### src/rtl/booth4_pkg.sv
// rtl/booth4_pkg.sv - shared types and Booth recode function for the radix-4 multiplier
package booth4_pkg;

    typedef enum logic [1:0] {
        ST_IDLE = 2'd0,
        ST_RUN  = 2'd1,
        ST_DONE = 2'd2
    } state_t;

    typedef struct packed {
        logic zero;
        logic neg;
        logic two;
    } booth_digit_t;

    // Window is {q1, q0, q-1}; digit value is (-2*q1 + q0 + q-1)
    function automatic booth_digit_t booth_recode(input logic [2:0] win);
        booth_digit_t d;
        d.zero = (win == 3'b000) || (win == 3'b111);
        d.neg  = win[2] && !d.zero;
        d.two  = (win == 3'b011) || (win == 3'b100);
        return d;
    endfunction

endpackage

### src/rtl/booth4_recoder.sv
// rtl/booth4_recoder.sv - combinational radix-4 Booth digit recoder
module booth4_recoder
    import booth4_pkg::*;
(
    input  logic [2:0] i_window,
    output logic       o_zero,
    output logic       o_neg,
    output logic       o_two
);

    booth_digit_t w_digit;

    assign w_digit = booth_recode(i_window);
    assign o_zero  = w_digit.zero;
    assign o_neg   = w_digit.neg;
    assign o_two   = w_digit.two;

endmodule

### src/rtl/booth4_mult_unit.sv
// rtl/booth4_mult_unit.sv - iterative radix-4 Booth multiplier, signed/unsigned, start/valid handshake
module booth4_mult_unit
    import booth4_pkg::*;
#(
    parameter int WIDTH = 32
)
(
    input  logic             i_clock,
    input  logic             i_reset_n,
    input  logic             i_start,
    input  logic             i_is_signed,
    input  logic [WIDTH-1:0] i_multiplicand,
    input  logic [WIDTH-1:0] i_multiplier,
    output logic             o_busy,
    output logic             o_result_valid,
    output logic [WIDTH-1:0] o_result_lo,
    output logic [WIDTH-1:0] o_result_hi,
    output logic             o_overflow
);

    localparam int E  = WIDTH + 2;
    localparam int N  = E / 2;
    localparam int CW = $clog2(N + 1);
    localparam logic [CW-1:0] LAST = CW'(N - 1);

    state_t          r_state;
    state_t          w_state_nxt;
    logic [E+1:0]    r_a;
    logic [E+1:0]    r_m;
    logic [E-1:0]    r_q;
    logic            r_qm1;
    logic            r_signed;
    logic [CW-1:0]   r_cnt;
    logic            r_valid;
    logic [WIDTH-1:0] r_lo;
    logic [WIDTH-1:0] r_hi;
    logic            r_ovf;

    logic            w_load;
    logic            w_iter;
    logic            w_finish;
    logic            w_busy;
    logic            w_zero;
    logic            w_neg;
    logic            w_two;
    logic [E+1:0]    w_m_ext;
    logic [E-1:0]    w_q_ext;
    logic [E+1:0]    w_mag;
    logic [E+1:0]    w_addend;
    logic [E+1:0]    w_sum;
    logic [E+1:0]    w_a_nxt;
    logic [E-1:0]    w_q_nxt;
    logic [WIDTH-1:0] w_lo_nxt;
    logic [WIDTH-1:0] w_hi_nxt;
    logic            w_ovf_nxt;

    always_ff @(posedge i_clock or negedge i_reset_n) begin
        if (!i_reset_n) begin
            r_state <= ST_IDLE;
        end else begin
            r_state <= w_state_nxt;
        end
    end

    always_comb begin
        w_state_nxt = r_state;
        case (r_state)
            ST_IDLE: if (i_start) w_state_nxt = ST_RUN;
            ST_RUN:  if (r_cnt == LAST) w_state_nxt = ST_DONE;
            ST_DONE: w_state_nxt = i_start ? ST_RUN : ST_IDLE;
            default: w_state_nxt = ST_IDLE;
        endcase
    end

    always_comb begin
        w_busy   = (r_state != ST_IDLE);
        w_load   = i_start && ((r_state == ST_IDLE) || (r_state == ST_DONE));
        w_iter   = (r_state == ST_RUN);
        w_finish = w_iter && (r_cnt == LAST);
    end

    // Both modes share the signed datapath; unsigned operands just get zero extension
    assign w_m_ext = {{4{i_is_signed & i_multiplicand[WIDTH-1]}}, i_multiplicand};
    assign w_q_ext = {{2{i_is_signed & i_multiplier[WIDTH-1]}}, i_multiplier};

    booth4_recoder u_recoder (
        .i_window ({r_q[1:0], r_qm1}),
        .o_zero   (w_zero),
        .o_neg    (w_neg),
        .o_two    (w_two)
    );

    always_comb begin
        w_mag    = w_two ? {r_m[E:0], 1'b0} : r_m;
        w_addend = w_zero ? '0 : (w_neg ? ~w_mag : w_mag);
        w_sum    = r_a + w_addend + {{(E+1){1'b0}}, (w_neg & ~w_zero)};
        w_a_nxt  = {{2{w_sum[E+1]}}, w_sum[E+1:2]};
        w_q_nxt  = {w_sum[1:0], r_q[E-1:2]};
        w_lo_nxt = w_q_nxt[WIDTH-1:0];
        w_hi_nxt = {w_a_nxt[WIDTH-3:0], w_q_nxt[WIDTH+1:WIDTH]};
        if (r_signed) begin
            w_ovf_nxt = (w_hi_nxt != {WIDTH{w_lo_nxt[WIDTH-1]}});
        end else begin
            w_ovf_nxt = (w_hi_nxt != '0);
        end
    end

    always_ff @(posedge i_clock or negedge i_reset_n) begin
        if (!i_reset_n) begin
            r_a      <= '0;
            r_m      <= '0;
            r_q      <= '0;
            r_qm1    <= 1'b0;
            r_signed <= 1'b0;
            r_cnt    <= '0;
        end else if (w_load) begin
            r_a      <= '0;
            r_m      <= w_m_ext;
            r_q      <= w_q_ext;
            r_qm1    <= 1'b0;
            r_signed <= i_is_signed;
            r_cnt    <= '0;
        end else if (w_iter) begin
            r_a      <= w_a_nxt;
            r_q      <= w_q_nxt;
            r_qm1    <= r_q[1];
            r_cnt    <= r_cnt + CW'(1);
        end
    end

    // Results capture the final iteration directly so they are ready one cycle before valid
    always_ff @(posedge i_clock or negedge i_reset_n) begin
        if (!i_reset_n) begin
            r_valid <= 1'b0;
            r_lo    <= '0;
            r_hi    <= '0;
            r_ovf   <= 1'b0;
        end else begin
            r_valid <= (r_state == ST_DONE);
            if (w_finish) begin
                r_lo  <= w_lo_nxt;
                r_hi  <= w_hi_nxt;
                r_ovf <= w_ovf_nxt;
            end
        end
    end

    assign o_busy         = w_busy;
    assign o_result_valid = r_valid;
    assign o_result_lo    = r_lo;
    assign o_result_hi    = r_hi;
    assign o_overflow     = r_ovf;

endmodule

### config.mk
export PLATFORM = sky130hd
export DESIGN_NAME = booth4_mult_unit
export DESIGN_NICKNAME = d
export VERILOG_FILES = /design/src/rtl/booth4_pkg.sv /design/src/rtl/booth4_recoder.sv /design/src/rtl/booth4_mult_unit.sv
export SDC_FILE = /design/constraint.sdc
export NUM_CORES = 1
export LEC_CHECK = 0
export CAP_MARGIN = 20
export CORE_MARGIN = 2
export CORE_UTILIZATION = 50
export CTS_BUF_LIST = sky130_fd_sc_hd__clkbuf_4 sky130_fd_sc_hd__clkbuf_8
export CTS_CLUSTER_DIAMETER = 200
export DETAILED_ROUTE_END_ITERATION = 8
export GPL_ROUTABILITY_DRIVEN = 0
export PLACE_DENSITY = 0.74
export SLEW_MARGIN = 20
export SYNTH_ARGS = -nofsm -noshare
export SYNTH_HDL_FRONTEND = slang
export SYNTH_SLANG_ARGS = --single-unit
### constraint.sdc
create_clock -name i_clock -period 9.6 [get_ports i_clock]
set_input_delay 0.96 -clock i_clock [delete_from_list [all_inputs] [get_ports i_clock]]
set_output_delay 0.96 -clock i_clock [all_outputs]
set_load 0.02 [all_outputs]
Word-level counts from Yosys, hierarchy flattened
Cells that the tools add are included.
{ "classes": {"mux": 16, "shift": 0, "mul": 0, "div_mod_pow": 0, "magnitude_cmp": 0, "n_reduce_logical": 13, "n_addsub": 3, "n_bitwise": 5, "n_eq_ne": 9} }
{ "ops": {"columns": ["operator", "count"], "rows": [
  ["36-bit 2-to-1 mux", 4],
  ["34-bit 2-to-1 mux", 2],
  ["36-bit by 1-bit adder with 36-bit output", 1],
  ["36-bit adder", 1],
  ["36-bit NOT", 1],
  ["33-bit 2-to-1 mux", 1],
  ["32-bit inequality test", 1],
  ["32-bit nonzero test", 1],
  ["5-bit 2-to-1 mux", 2],
  ["3-bit == test, second input constant", 2],
  ["2-bit case mux with 3 select lines", 1],
  ["5-bit by 1-bit adder with 5-bit output, second input constant", 1],
  ["5-bit == test, second input constant", 1],
  ["1-bit 2-to-1 mux", 4],
  ["2-bit 2-to-1 mux", 2],
  ["2-bit nonzero test", 2],
  ["1-bit bitwise AND", 3],
  ["3-bit by 2-bit == test with 1-bit output, second input constant", 1],
  ["1-bit logical AND", 3],
  ["3-bit zero test", 1],
  ["1-bit logical OR", 3],
  ["2-bit by 1-bit == test with 1-bit output, second input constant", 1],
  ["2-bit == test, second input constant", 1],
  ["2-bit zero test", 1],
  ["other kinds (5)", 5]
]} }
{ "word_totals": {"out_inout_bits": 67, "n_memories": 0, "in_bits": 68, "latch_bits": 0, "mem_bits_rw": 0, "mem_bits_ro": 0, "regBits": 178, "word_cells": 57} }

Logic depth before layout (Yosys ltp)
{ "logic_depth": {"word_depth": 10, "ltp_mapped": 18, "mapped_depth_nobuf": 16} }

By module
A second synthesis with hierarchy kept.
{ "unflattened": {"hier_cells": 1117, "hier_area_um2": 9738.1} }
{ "modules_own_cells": {"columns": ["module", "seq_area_each_um2", "cells_per_inst", "area_per_inst_um2", "n_inst"], "rows": [
  ["booth4_mult_unit", 4404.2, 1110, 9700.6, 1],
  ["booth4_recoder", 0.0, 7, 37.5, 1]
]} }

Worst setup path after synthesis
OpenSTA, ideal clock, no wires.
{ "synth_timing": {"path_type": "register to register", "from": "reg r_q[1]", "to": "reg r_ovf (netlist: o_overflow)", "arrival_time_ps": 4052, "stages_incl_launch_ff": 17, "t_required_ps": 9465, "n_path_buf": 3, "slack_ps": 5412, "setup_time_ps": 135, "synth_period_minus_slack_ps": 4188, "path_cell_list": "dfrtp_1 -> clkbuf_1 -> buf_1 -> nand2_1 -> clkbuf_1 -> o21ai_0 -> ha_1 -> nor2b_4 -> o31a_4 -> o31a_1 -> or3_1 -> a31oi_1 -> xnor2_1 -> nor2_1 -> or4b_1 -> o32ai_1 -> a31oi_1"} }
{ "synth_between": {"elab_chain_len": 10, "elab_cells_between_ends": 19, "cone_classes": "2 x add/sub; 4 x eq/ne; 4 x mux; 3 x bitwise; 6 x reduce/logical"} }
{ "synth_lines": {"columns": ["item", "line", "rtl"], "rows": [
  ["from (decl)", "booth4_mult_unit.sv:30", "logic [E-1:0] r_q;"],
  ["from (signal assigned)", "booth4_mult_unit.sv:119", "r_q <= w_q_ext;"],
  ["from (signal assigned)", "booth4_mult_unit.sv:125", "r_q <= w_q_nxt;"],
  ["3-bit by 2-bit == test with 1-bit output, or another cell as far along", "booth4_pkg.sv:21", "d.two = (win == 3'b011) || (win == 3'b100);"],
  ["1-bit logical OR, on equally long branches", "booth4_pkg.sv:21, booth4_pkg.sv:19", null],
  ["33-bit 2-to-1 mux or 1-bit zero test (tied branches)", "booth4_mult_unit.sv:94, booth4_pkg.sv:20", null],
  ["36-bit NOT or 1-bit logical AND (tied branches)", "booth4_mult_unit.sv:95, booth4_pkg.sv:20", null],
  ["36-bit 2-to-1 mux (2 in a row)", "booth4_mult_unit.sv:95", "w_addend = w_zero ? '0 : (w_neg ? ~w_mag : w_mag);"],
  ["36-bit adder", "booth4_mult_unit.sv:96", "w_sum = r_a + w_addend + {{(E+1){1'b0}}, (w_neg & ~w_zero)};"],
  ["36-bit by 1-bit adder with 36-bit output *", "booth4_mult_unit.sv:96", null],
  ["32-bit inequality test or 32-bit nonzero test (tied branches)", "booth4_mult_unit.sv:102, booth4_mult_unit.sv:104", null],
  ["1-bit 2-to-1 mux *", "booth4_mult_unit.sv:101", "if (r_signed) begin"],
  ["to (signal assigned)", "booth4_mult_unit.sv:143", "r_ovf <= w_ovf_nxt;"],
  ["to (decl)", "booth4_mult_unit.sv:37", "logic r_ovf;"]
]} }
Every way passes the cells marked *; elsewhere a longest branch is shown, timed or not.
A chain may end at the register's enable or synchronous reset.

Worst setup path in the final report
Ends and elaborated chain as after synthesis.

==> results.json <==
{
  "antenna_found_initial": 0,
  "worst_pin_slew_ps": 1060,
  "synth.mux.area_fraction_pct": 1.10,
  "synth_compound_area_share_pct": 19.5,
  "gr-usage-all-layers_pct": 26.6,
  "yosysWarnings": 0,
  "layout.cells.non_filler": 1543,
  "hold_path.class": "input port to async pin",
  "h-tree-depth": 4,
  "cap_violations": 0,
  "cts_buffers": 17,
  "grt_max_degree": 96,
  "synth_enable_flop_cells": 0,
  "top_layer": "met4",
  "core_mm2": 0.0197,
  "critical_path_class": "register to register",
  "synthCells": 1174,
  "hold_viol": 0,
  "syn_area_per_cell_um2": 8.60,
  "cp_data_required_time_ps": 9970,
  "vias": 8910,
  "cts_root_buf": "clkbuf_8",
  "dieArea_mm2": 0.0213,
  "yosysTopAreaCellShare_pct": 43.6,
  "wl_met2_mm": 12.8,
  "port_buffers": 134,
  "skew_ps": 20.6,
  "crit_path_start_kind": "register",
  "antenna_left": 0,
  "timing.hold.ws_ps": 437,
  "dp_cells": 1511,
  "layout.nets": 1370,
  "drc": 0,
  "wl_met1_mm": 12.6,
  "die_w_um": 146,
  "initial_core_util_pct": 51.3,
  "routed_via_density": 5.77,
  "diodes": 0,
  "synthTopCellsByArea": "dfrtp_1 44%, nand2_1 13%, o21ai_0 4.7%, ha_1 4.3%, xor2_1 3.9%",
  "fin_crit_sh_pct": 58.0,
  "worstPathMaxFanout": 32,
  "synth.cell_area_mm2": 0.0101,
  "synthAdderAreaFrac_pct": 4.74,
  "clockBufferDepth": 2,
  "synth_area_leader_cell": "dfrtp_1",
  "fin_setup_tns_ps": 0,
  "boundaryPins": 135,
  "postSynth.asyncResetShare_pct": 100,
  "die_h_um": 146,
  "postCtsSetupRepairBufs": 0,
  "cts_hold_buf": 0,
  "routedWlPerCell_um": 17.9,
  "grt_pass1_wl_mm": 45.8,
  "setup_viol": 0,
  "synth_cell_types": 84,
  "synth-seq-cells": 176,
  "r2r_cells": 14,
  "clkTransAtPathRegs_ps": 130,
  "clk_latency_ps": 500,
  "ys.flop_type": "dfrtp_1",
  "max_freq_mhz": 180,
  "clock_sinks": 176,
  "dp.final_hpwl_mm": 19.0,
  "first_iter_violations": 736,
  "rsz0062_at_grt": "no",
  "cts_resized": 0,
  "cts_tree": "done",
  "setup.worst_path.end_class": "register",
  "syn_to_final_growth_pct": 19.0,
  "syn_nets": 1279,
  "dr_wl_met3_mm": 1.50,
  "synth_top_family_by_area": "simple AND/OR/NAND/NOR gates",
  "ys_seq_area_share_pct": 43.6,
  "post-route-min-period_ps": 5570,
  "drt-total-wl_mm": 27.7,
  "drt_pass1_iterations": 6,
  "row_count": 51,
  "slew_headroom_pct": 29.4,
  "slew_viol_final": 0,
  "final_layout_size_suffix_gt1_share_pct": 6.89,
  "cp.arrival_ps": 5940,
  "status": "completed",
  "synth-simple-area-share_pct": 21.4,
  "grt.overflow.total": 0,
  "grt_pass1_vias": 8729,
  "synth_xor_area_share_pct": 5.55
}
==> cell type report <==
type                       count  area (µm²)
tap                          265         332
clock inverter                15         230
inverter                      20        75.1
fill                        1774        7640
clock buffer                  17         234
timing repair buffer         145        1430
sequential                   176        4410
multi-input combinational    905        5310
==> sequential cells by signal (all words and copies together) (netlist names) <==
name            cells
r_signed            1
o_result_hi        32
o_result_lo        32
r_q                34
r_state             2
r_a                34
r_m                33
r_qm1               1
o_result_valid      1
r_cnt               5
o_overflow          1
==> critical path, stage by stage, from the launching register on <==
cell       delay, ps
dfrtp_2          760
buf_4            440
nand2_1          700
o21ai_0          410
ha_1             370
a211oi_1         240
nor2_1           120
a2111oi_4        380
a21oi_1          180
xnor2_1          440
nor4b_1          440
nand4_1          150
or4_4            450
o32ai_2          270
a31oi_1           70
==> cells in the final DEF (no fill, tap or decap), types with 12 or more instances in the layout <==
| cell type | n |
|---|---|
| a21oi_1 | 40 |
| a22o_1 | 17 |
| a22oi_1 | 36 |
| a31oi_1 | 33 |
| clkbuf_8 | 17 |
| clkdlybuf4s50_1 | 133 |
| dfrtp_1 | 175 |
| ha_1 | 35 |
| inv_1 | 19 |
| nand2_1 | 352 |
| nand3_1 | 12 |
| nand4_1 | 13 |
| nor2_1 | 61 |
| o21ai_0 | 94 |
| xnor2_1 | 19 |
| xor2_1 | 44 |
==> through the flow <==
step | setup WS (ps) | util, % | instance area (µm²)
after floorplan | 5410 | - | 10100
after detailed placement | 4180 | 58.8 | 11500
final | 4030 | 61.1 | 12000
after global routing | 3750 | 61.1 | 12000
after CTS | 4150 | 61.1 | 12000
after global placement | 4340 | 58.8 | 11500
==> cells by family (layout without fill, tap and decap cells) <==
logic type      after synthesis  in the layout
mux                          10             10
compound gates              292            292
buf+inv                      93            197
fa+ha+maj                    37             37
flops                       176            176
simple gates                502            502
xor+xnor                     64             64
==> final timing paths <==
path | start | to | slack (ps)
max reg2reg | r_q[1]$_DFFE_PN0P_ | o_overflow$_DFFE_PN0P_ | 4030
min reg2reg | o_result_hi[28]$_DFFE_PN0P_ | o_result_hi[28]$_DFFE_PN0P_ | 490
max in group asynchronous | i_reset_n | r_q[1]$_DFFE_PN0P_ | 7290
min in group i_clock | o_result_hi[28]$_DFFE_PN0P_ | o_result_hi[28]$_DFFE_PN0P_ | 490
min | i_reset_n | r_a[13]$_DFFE_PN0P_ | 440
max | r_q[1]$_DFFE_PN0P_ | o_overflow$_DFFE_PN0P_ | 4030
==> metal layers <==
layer,up-vias,track usage (%)
met4,0,10.2
li1,4240,-
met3,58,4.75
met5,-,0
met1,4328,36.8
met2,284,42.1
==> synth_stat cells, types with 3 or more instances <==
cell type and instances:
nor3_1 8, dfrtp_1 176, a31oi_1 33, and2_1 3
inv_1 20, a22o_1 17, nand4_1 13, a211oi_1 5
o31a_1 4, nand3_1 12, buf_1 4, nand2b_1 4
nor2_1 63, mux2_2 8, o211ai_1 7, clkbuf_1 58
nor2b_1 8, xor2_1 45, nor4_1 3, o21a_1 8
o21ai_0 94, or3_1 5, a22oi_1 36, o21ai_1 3
buf_6 7, a21oi_1 40, nand2_1 353, ha_1 35
xnor2_1 19, a21o_1 11
Power is not shown: default switching activity piles up to over one toggle a cycle in this logic, so the estimate is an artifact.
